--- src/rtl/writeback_stage_pkg.sv ---
// Shared definitions for the MEM/WB pipeline register and the writeback mux.
// Holds the register index constants and the writeback-select encoding.
package writeback_stage_pkg;

    localparam int REG_IDX_W = 5;
    localparam logic [REG_IDX_W-1:0] REG_ZERO = 5'd0;
    localparam logic [REG_IDX_W-1:0] REG_RA   = 5'd31;

    typedef enum logic [1:0] {
        WB_SEL_ALU  = 2'd0,
        WB_SEL_MEM  = 2'd1,
        WB_SEL_LINK = 2'd2
    } wbSel_t;

    // A link write wins over a load, so jal always returns PC+4.
    function automatic wbSel_t wbSelect(input logic memtoReg, input logic aluMemOrPC);
        wbSel_t sel;
        sel = WB_SEL_ALU;
        if (aluMemOrPC) begin
            sel = WB_SEL_LINK;
        end else if (memtoReg) begin
            sel = WB_SEL_MEM;
        end
        return sel;
    endfunction

endpackage

--- src/rtl/mem_wb_register.sv ---
// MEM/WB pipeline register with flush/stall control.
// A flush drops only the valid and write-enable bits; the data fields hold.
module mem_wb_register
    import writeback_stage_pkg::*;
#(
    parameter int NBits = 32
) (
    input  logic                 clk,
    input  logic                 reset,
    input  logic                 stall,
    input  logic                 flush,
    input  logic                 inValid,
    input  logic                 inRegWrite,
    input  logic                 inMemtoReg,
    input  logic                 inAluMemOrPC,
    input  logic [REG_IDX_W-1:0] inWriteRegister,
    input  logic [NBits-1:0]     inAluResult,
    input  logic [NBits-1:0]     inMemReadData,
    input  logic [NBits-1:0]     inPCPlus4,
    output logic                 qValid,
    output logic                 qRegWrite,
    output logic                 qMemtoReg,
    output logic                 qAluMemOrPC,
    output logic [REG_IDX_W-1:0] qWriteRegister,
    output logic [NBits-1:0]     qAluResult,
    output logic [NBits-1:0]     qMemReadData,
    output logic [NBits-1:0]     qPCPlus4
);

    always_ff @(posedge clk or negedge reset) begin
        if (!reset) begin
            qValid         <= 1'b0;
            qRegWrite      <= 1'b0;
            qMemtoReg      <= 1'b0;
            qAluMemOrPC    <= 1'b0;
            qWriteRegister <= '0;
            qAluResult     <= '0;
            qMemReadData   <= '0;
            qPCPlus4       <= '0;
        end else if (flush) begin
            qValid    <= 1'b0;
            qRegWrite <= 1'b0;
        end else if (!stall) begin
            qValid         <= inValid;
            qRegWrite      <= inRegWrite;
            qMemtoReg      <= inMemtoReg;
            qAluMemOrPC    <= inAluMemOrPC;
            qWriteRegister <= inWriteRegister;
            qAluResult     <= inAluResult;
            qMemReadData   <= inMemReadData;
            qPCPlus4       <= inPCPlus4;
        end
    end

endmodule

--- src/rtl/writeback_stage.sv ---
// Writeback stage: MEM/WB register, writeback mux, decode bypass and a
// saturating retired-instruction counter.
module writeback_stage
    import writeback_stage_pkg::*;
#(
    parameter int NBits = 32,
    parameter int CNT_W = 32
) (
    input  logic                 clk,
    input  logic                 reset,
    input  logic                 Stall,
    input  logic                 Flush,
    input  logic                 in_Valid,
    input  logic                 in_RegWrite,
    input  logic                 in_MemtoReg,
    input  logic                 in_ALUMemOrPC,
    input  logic [REG_IDX_W-1:0] in_WriteRegister,
    input  logic [NBits-1:0]     in_ALUResult,
    input  logic [NBits-1:0]     in_MemReadData,
    input  logic [NBits-1:0]     in_PCPlus4,
    input  logic [REG_IDX_W-1:0] ReadRegister1,
    input  logic [REG_IDX_W-1:0] ReadRegister2,
    input  logic [NBits-1:0]     RFReadData1,
    input  logic [NBits-1:0]     RFReadData2,
    output logic                 RegWrite,
    output logic [REG_IDX_W-1:0] WriteRegister,
    output logic                 ALUMemOrPC,
    output logic [NBits-1:0]     WriteData,
    output logic [NBits-1:0]     Bypass1Data,
    output logic [NBits-1:0]     Bypass2Data,
    output logic                 Valid,
    output logic [CNT_W-1:0]     RetiredCount
);

    localparam logic [CNT_W-1:0] CNT_MAX = '1;
    localparam logic [CNT_W-1:0] CNT_ONE = CNT_W'(1);

    logic                 qValid;
    logic                 qRegWrite;
    logic                 qMemtoReg;
    logic                 qAluMemOrPC;
    logic [REG_IDX_W-1:0] qWriteRegister;
    logic [NBits-1:0]     qAluResult;
    logic [NBits-1:0]     qMemReadData;
    logic [NBits-1:0]     qPCPlus4;
    logic [REG_IDX_W-1:0] effDst;

    mem_wb_register #(.NBits(NBits)) uMemWb (
        .clk             (clk),
        .reset           (reset),
        .stall           (Stall),
        .flush           (Flush),
        .inValid         (in_Valid),
        .inRegWrite      (in_RegWrite),
        .inMemtoReg      (in_MemtoReg),
        .inAluMemOrPC    (in_ALUMemOrPC),
        .inWriteRegister (in_WriteRegister),
        .inAluResult     (in_ALUResult),
        .inMemReadData   (in_MemReadData),
        .inPCPlus4       (in_PCPlus4),
        .qValid          (qValid),
        .qRegWrite       (qRegWrite),
        .qMemtoReg       (qMemtoReg),
        .qAluMemOrPC     (qAluMemOrPC),
        .qWriteRegister  (qWriteRegister),
        .qAluResult      (qAluResult),
        .qMemReadData    (qMemReadData),
        .qPCPlus4        (qPCPlus4)
    );

    // Decode forces r31 on link writes, so compares must use the same target.
    assign effDst        = qAluMemOrPC ? REG_RA : qWriteRegister;
    assign RegWrite      = qValid & qRegWrite & (effDst != REG_ZERO);
    assign WriteRegister = qWriteRegister;
    assign ALUMemOrPC    = qAluMemOrPC;
    assign Valid         = qValid;

    always_comb begin
        WriteData = qAluResult;
        case (wbSelect(qMemtoReg, qAluMemOrPC))
            WB_SEL_LINK: WriteData = qPCPlus4;
            WB_SEL_MEM:  WriteData = qMemReadData;
            default:     WriteData = qAluResult;
        endcase
    end

    assign Bypass1Data = (RegWrite && effDst == ReadRegister1) ? WriteData : RFReadData1;
    assign Bypass2Data = (RegWrite && effDst == ReadRegister2) ? WriteData : RFReadData2;

    always_ff @(posedge clk or negedge reset) begin
        if (!reset) begin
            RetiredCount <= '0;
        end else if (qValid && !Stall && !Flush && RetiredCount != CNT_MAX) begin
            RetiredCount <= RetiredCount + CNT_ONE;
        end
    end

endmodule
--- config.mk ---
export PLATFORM = sky130hd
export DESIGN_NAME = writeback_stage
export DESIGN_NICKNAME = d
export VERILOG_FILES = /design/src/rtl/writeback_stage_pkg.sv /design/src/rtl/mem_wb_register.sv /design/src/rtl/writeback_stage.sv
export SDC_FILE = /design/constraint.sdc
export NUM_CORES = 1
export LEC_CHECK = 0
export CORE_UTILIZATION = 30
export DETAILED_ROUTE_END_ITERATION = 8
export SYNTH_ARGS = -nofsm -noshare
export SYNTH_HDL_FRONTEND = slang
export SYNTH_SLANG_ARGS = --single-unit
--- constraint.sdc ---
create_clock -name clk -period 2.65 [get_ports clk]
set_input_delay 0.53 -clock clk [delete_from_list [all_inputs] [get_ports clk]]
set_output_delay 0.53 -clock clk [all_outputs]
set_load 0.02 [all_outputs]
# After elaboration in Yosys (flattened, before gate mapping)
# Index checks and enable logic that the tools add are counted.
dict set report word_totals {
  register_bits 137
  input_bits 183
  out_inout_bits 136
  wordCells 39
}
dict set report classes {
  add_sub_neg 1
  eq_ne 6
  muxes 10
  bitwise_logic 4
  n_reduce_logical 9
}
# op n
set op_table {}
lappend op_table {{32-bit 2-to-1 mux} 2}
lappend op_table {{32-bit case mux with 2 select lines} 1}
lappend op_table {{32-bit by 1-bit adder with 32-bit output, second input constant} 1}
lappend op_table {{32-bit inequality test, second input constant} 1}
lappend op_table {{5-bit == test} 2}
lappend op_table {{1-bit logical AND} 5}
lappend op_table {{1-bit 2-to-1 mux} 5}
lappend op_table {{5-bit 2-to-1 mux} 1}
lappend op_table {{5-bit nonzero test} 1}
lappend op_table {{1-bit AND} 2}
lappend op_table {{2-bit by 1-bit == test with 1-bit output, second input constant} 1}
lappend op_table {{2-bit == test, second input constant} 1}
lappend op_table {{1-bit zero test} 2}
lappend op_table {{2-bit 2-to-1 mux} 1}
lappend op_table {{2-bit by 1-bit inequality test with 1-bit output, second input constant} 1}
lappend op_table {{1-bit NOT} 2}
lappend op_table {{2-bit AND reduction} 1}

# Logic depth before layout (Yosys ltp)
dict set report depth {
  depth_word 5
  mapped_depth 8
  mapped_depth_nobuf 6
}

# Modules after synthesis
# Synthesis repeated with hierarchy kept, for this count alone.
dict set report unflattened {
  hier_cells 591
  area_unflattened_um2 7687.4
}
# module instances cells_per_inst area_each_um2 seq_area_each_um2
set by_module_without_submodules {}
lappend by_module_without_submodules {mem_wb_register 1 224 4189.0 2627.5}
lappend by_module_without_submodules {writeback_stage 1 367 3498.4 800.8}

# Least setup slack after synthesis
# Ideal clock, no wire load.
dict set report synth_path {
  path_kind {reg2out}
  from {register uMemWb.qWriteRegister[4]}
  to {output Bypass2Data[10]}
  t_arrival_ns 2.191
  t_required_ns 2.120
  setup_slack_ns -0.071
  path_stages_with_launch 9
  n_path_buf 3
  cell_sequence {dfrtp_1 -> clkbuf_1 -> or4_1 -> o311ai_2 -> inv_2 -> and4_4 -> buf_6 -> buf_6 -> mux2_4}
}
dict set report synth_via {
  elab_chain_cells 5
  elab_cells_between_ends 6
  classes_between {1 x eq/ne; 2 x mux; 1 x bitwise; 2 x reduce/logical}
}
# element line
set synth_rtl {}
lappend synth_rtl {{from (decl)} mem_wb_register.sv:24} ;# output logic [REG_IDX_W-1:0] qWriteRegister,
lappend synth_rtl {{from (signal assigned)} mem_wb_register.sv:48} ;# qWriteRegister <= inWriteRegister;
lappend synth_rtl {{5-bit 2-to-1 mux} writeback_stage.sv:72} ;# assign effDst = qAluMemOrPC ? REG_RA : qWriteRegister;
lappend synth_rtl {{5-bit nonzero test} writeback_stage.sv:73} ;# assign RegWrite = qValid & qRegWrite & (effDst != REG_ZERO);
lappend synth_rtl {{1-bit AND} writeback_stage.sv:73}
lappend synth_rtl {{named net RegWrite} writeback_stage.sv:25} ;# output logic RegWrite,
lappend synth_rtl {{1-bit logical AND} writeback_stage.sv:88} ;# assign Bypass2Data = (RegWrite && effDst == ReadRegister2) ? WriteData : RFReadData2;
lappend synth_rtl {{32-bit 2-to-1 mux} writeback_stage.sv:88}
lappend synth_rtl {{to (decl)} writeback_stage.sv:30} ;# output logic [NBits-1:0] Bypass2Data,
# The timed path passes the listed nets, and every way through them passes these cells.

# Worst setup path in the final report
dict set report layout_path {
  from {register uMemWb.qAluMemOrPC}
  to {output Bypass1Data[13]}
}
dict set report layout_via {
  elab_chain_cells 5
  elab_cells_between_ends 10
  classes_between {3 x eq/ne; 4 x mux; 1 x bitwise; 2 x reduce/logical}
}
# element line
set layout_rtl {}
lappend layout_rtl {{from (decl)} mem_wb_register.sv:23} ;# output logic qAluMemOrPC,
lappend layout_rtl {{from (signal assigned)} mem_wb_register.sv:47} ;# qAluMemOrPC <= inAluMemOrPC;
lappend layout_rtl {{5-bit 2-to-1 mux} writeback_stage.sv:72}
lappend layout_rtl {{5-bit nonzero test} writeback_stage.sv:73}
lappend layout_rtl {{1-bit AND} writeback_stage.sv:73}
lappend layout_rtl {{1-bit logical AND} writeback_stage.sv:87} ;# assign Bypass1Data = (RegWrite && effDst == ReadRegister1) ? WriteData : RFReadData1;
lappend layout_rtl {{32-bit 2-to-1 mux *} writeback_stage.sv:87}
lappend layout_rtl {{to (decl)} writeback_stage.sv:29} ;# output logic [NBits-1:0] Bypass1Data,
# Mark *: on every way between the ends. The rest lies on a longest branch, timed or not.

==> reports/qor.yml <==
synthesis:
  ys_seq_area_share_pct: 46.9
  synth_cell_types: 37
  ys_ff_latch: 137
  yosys_warnings: 0
  avgSynthCellArea_um2: 12.6
  synthTopCellsByArea: "dfrtp_1 47%, mux2_2 16%, mux2_4 12%, mux2i_1 4.7%, xnor2_1 2.5%"
  synth_top_area_cell: "dfrtp_1"
  synth_top_area_share_pct: 46.9
  postSynthCellCount: 579
  syn_area_um2: 7310
  syn_nets: 763
sta:
  maxSlewViolCount: 0
  worst_slew_pin_slew_ns: 0.480
  relSlewSlack_pct: 68.0
  fin_crit_ns: 3.27
  rsz0062_at_grt: "true"
  hold_violations: 0
  setup_viol: 65
  clock-skew-final_ns: 0.00673
  final.setup.worst_slack_ns: -0.618
  period_share_pct: 123
  max_freq_mhz: 306
  tns_ns: -33.81
floorplan:
  dieArea_um2: 25000
  ios: 319
  die_y_um: 158
  die_w_um: 158
  initial_core_util_pct: 30.9
  fp-row-count: 56
  core_um2: 23700
min_path:
  hp-class: "in -> async"
global_route:
  antenna_found_initial: 5
  grt_util_all_layers_pct: 19.0
  first_global_vias: 5987
  grt_pass1_wl_mm: 35.2
  grt_max_degree: 67
  grt_overflow_total: 0
final_layout:
  post-route-cell-area_um2: 12300
  drive_gt1_share_pct: 37.5
  nets: 1138
  final_cells: 1287
  area_delta_synth_final_pct: 68.3
  fin_util_pct: 52.0
cts:
  htree_levels: 4
  clock_sink_count: 137
  clock_latency_ns: 0.41
  clock_path_buffers: 2
  root_buffer: "clkbuf_16"
  cts_buffers: 17
  cts_tree: "yes"
  postCtsHoldBufs: 0
  clk_pin_slew_worst_paths_ns: 0.06
critical_path:
  crit_arrival_ns: 2.74
  critPathLaunchType: "register"
  end_kind: "output port"
  crit_required_ns: 2.12
  critPathKind: "reg -> out"
  cp_max_fo: 7
power_and_ir_drop:
  p_switching_mw: 2.02
  ir_worst_vdd_mv: 0.404
  finalPower_mw: 7.06
  p_leak_nw: 5.34
  swShare_pct: 28.6
  power_frac_seq_pct: 35.5
  internal_power_mw: 5.04
  p_comb_share_pct: 28.5
  power_density_nw_per_um2: 573
  p_clk_share_pct: 36.0
placed_design:
  gp_congestion: 0.821
  placed_cells: 1235
  io_buffers: 318
  dp_hpwl_mm: 16.8
  placed_cell_area_um2: 11300
outcome:
  violations: "negative setup slack"
  status: "finished, violations left"
drt:
  avgViaCountPerCell: 4.66
  drtAntennaViolNets: 0
  routedWlPerCell_um: 18.7
  drtPass1Iterations: 6
  num_vias: 5992
  drc: 0
  drt-initial-drc-count: 185
  finalWirelength_mm: 24.1
job:
  drv_cap: 0
per-layer routing:
layer,vias up,routed length [µm],GRT usage (%)
li1,2854,-,-
met1,2912,9690,22.7
met2,198,12300,32.9
met3,22,1930,6.30
met4,6,188,4.35
met5,-,37,0
area by class of cell:
type,instances,area (µm²)
fill,2166,11400
sequential,137,3430
antenna,1,2.50
tap,319,399
inverter,3,11.3
multi-input combinational,405,3760
clock inverter,11,158
timing repair buffer,390,4070
clock buffer,21,480
critical path, stage by stage (launching register included):
cell and delay [ns]:
dfrtp_2 0.47, or4_4 0.51, o311ai_4 0.23, inv_2 0.08, and4_4 0.19, buf_12 0.14, buf_16 0.15, buf_12 0.13
mux2_4 0.29, buf_6 0.13
power groups by stage:
stage	logic [mW]	clock network [mW]	registers (mW)
5_1_grt	2.16	2.72	2.55
6_report	2.01	2.54	2.51
3_5_place_dp	2.02	0	2.55
3_3_place_gp	2.00	0	2.54
2_1_floorplan	0.937	0	2.55
4_1_cts	2.02	2.62	2.51
flip-flops by register name, indices dropped and copies added, names as in the netlist:
| register | flops |
|---|---|
| uMemWb.qValid | 1 |
| uMemWb.qMemtoReg | 1 |
| uMemWb.qWriteRegister | 5 |
| uMemWb.qAluResult | 32 |
| uMemWb.qRegWrite | 1 |
| uMemWb.qAluMemOrPC | 1 |
| RetiredCount | 32 |
| uMemWb.qMemReadData | 32 |
| uMemWb.qPCPlus4 | 32 |
cell usage in the layout (no fill, tap or decap), types with 3 or more instances in the layout:
cell,instances
dfrtp_1,133
clkdlybuf4s50_1,218
dlygate4sd2_1,22
buf_4,45
nor3_1,7
clkbuf_16,20
a21oi_1,5
clkbuf_8,4
inv_6,5
mux2_4,61
o211ai_1,5
xor2_1,14
dfrtp_2,4
o21ai_2,5
mux2i_1,33
or4_4,3
xnor2_1,21
and3_1,7
dlymetal6s2s_1,3
buf_6,66
mux2_2,104
nor2_1,9
nand2_1,47
o21ai_1,15
buf_2,6
a41oi_1,3
nand4_1,14
clkbuf_2,4
bufinv_16,3
buf_12,14
mux2_1,3
and4_1,4
clkdlybuf4s15_1,4
o21ai_0,11
nand3_1,13
buf_16,3
through the flow:
stage | setup WS [ns] | hold WS [ns]
finish | -0.618 | 0.0425
global route | -0.704 | 0.0586
CTS | -0.691 | 0.0484
detailed placement | -0.980 | 0.484
global placement | -0.944 | 0.480
floorplan | -0.0148 | 0.234
worst paths after layout:
kind	cells past startpoint	start	to	slack, ns
worst min-delay path	1	reset	uMemWb.qAluResult[15]	0.04
max in group asynchronous	2	reset	uMemWb.qMemtoReg	1.86
min in group clk	1	RetiredCount[31]	RetiredCount[31]	0.50
worst min register to register	1	RetiredCount[31]	RetiredCount[31]	0.50
worst max-delay path	9	uMemWb.qAluMemOrPC	Bypass1Data[13]	-0.62
worst max register to register	7	uMemWb.qValid	RetiredCount[31]	0.48
cells in the mapped netlist, drive strengths merged:
master,count
mux2,168
dfrtp,137
nand2,47
mux2i,34
o21ai,32
clkbuf,24
xnor2,21
nand4,14
xor2,14
nand3,13
buf,10
nor2,10
nor3,9
and3,7
and4,6
a21oi,5
o211ai,5
or4,4
a41oi,3
inv,3
nor4,3
and2,2
nand4b,2
a31oi,1
ha,1
nand3b,1
nor3b,1
o311ai,1
or3b,1
logic make-up (layout without fill, tap and decap cells):
logic type | Yosys count | in the layout | synth area share, %
buffers and inverters | 37 | 425 | 2.75
DFF | 137 | 137 | 46.9
adders and majority gates | 1 | 1 | 0.171
xor gates and xnor gates | 35 | 35 | 4.19
and+or+nand+nor | 120 | 120 | 8.69
other | 0 | 1 | 0
AOI/OAI and AO/OA | 47 | 47 | 3.71
muxes | 202 | 202 | 33.6
repair_timing:
action	in CTS	in global routing
setup buffers	9	5
resized for setup	403	60
gates cloned	4	4
endpoints found under the setup margin	96	75
pin swaps	3	4
(Power assumes the default switching activity.)
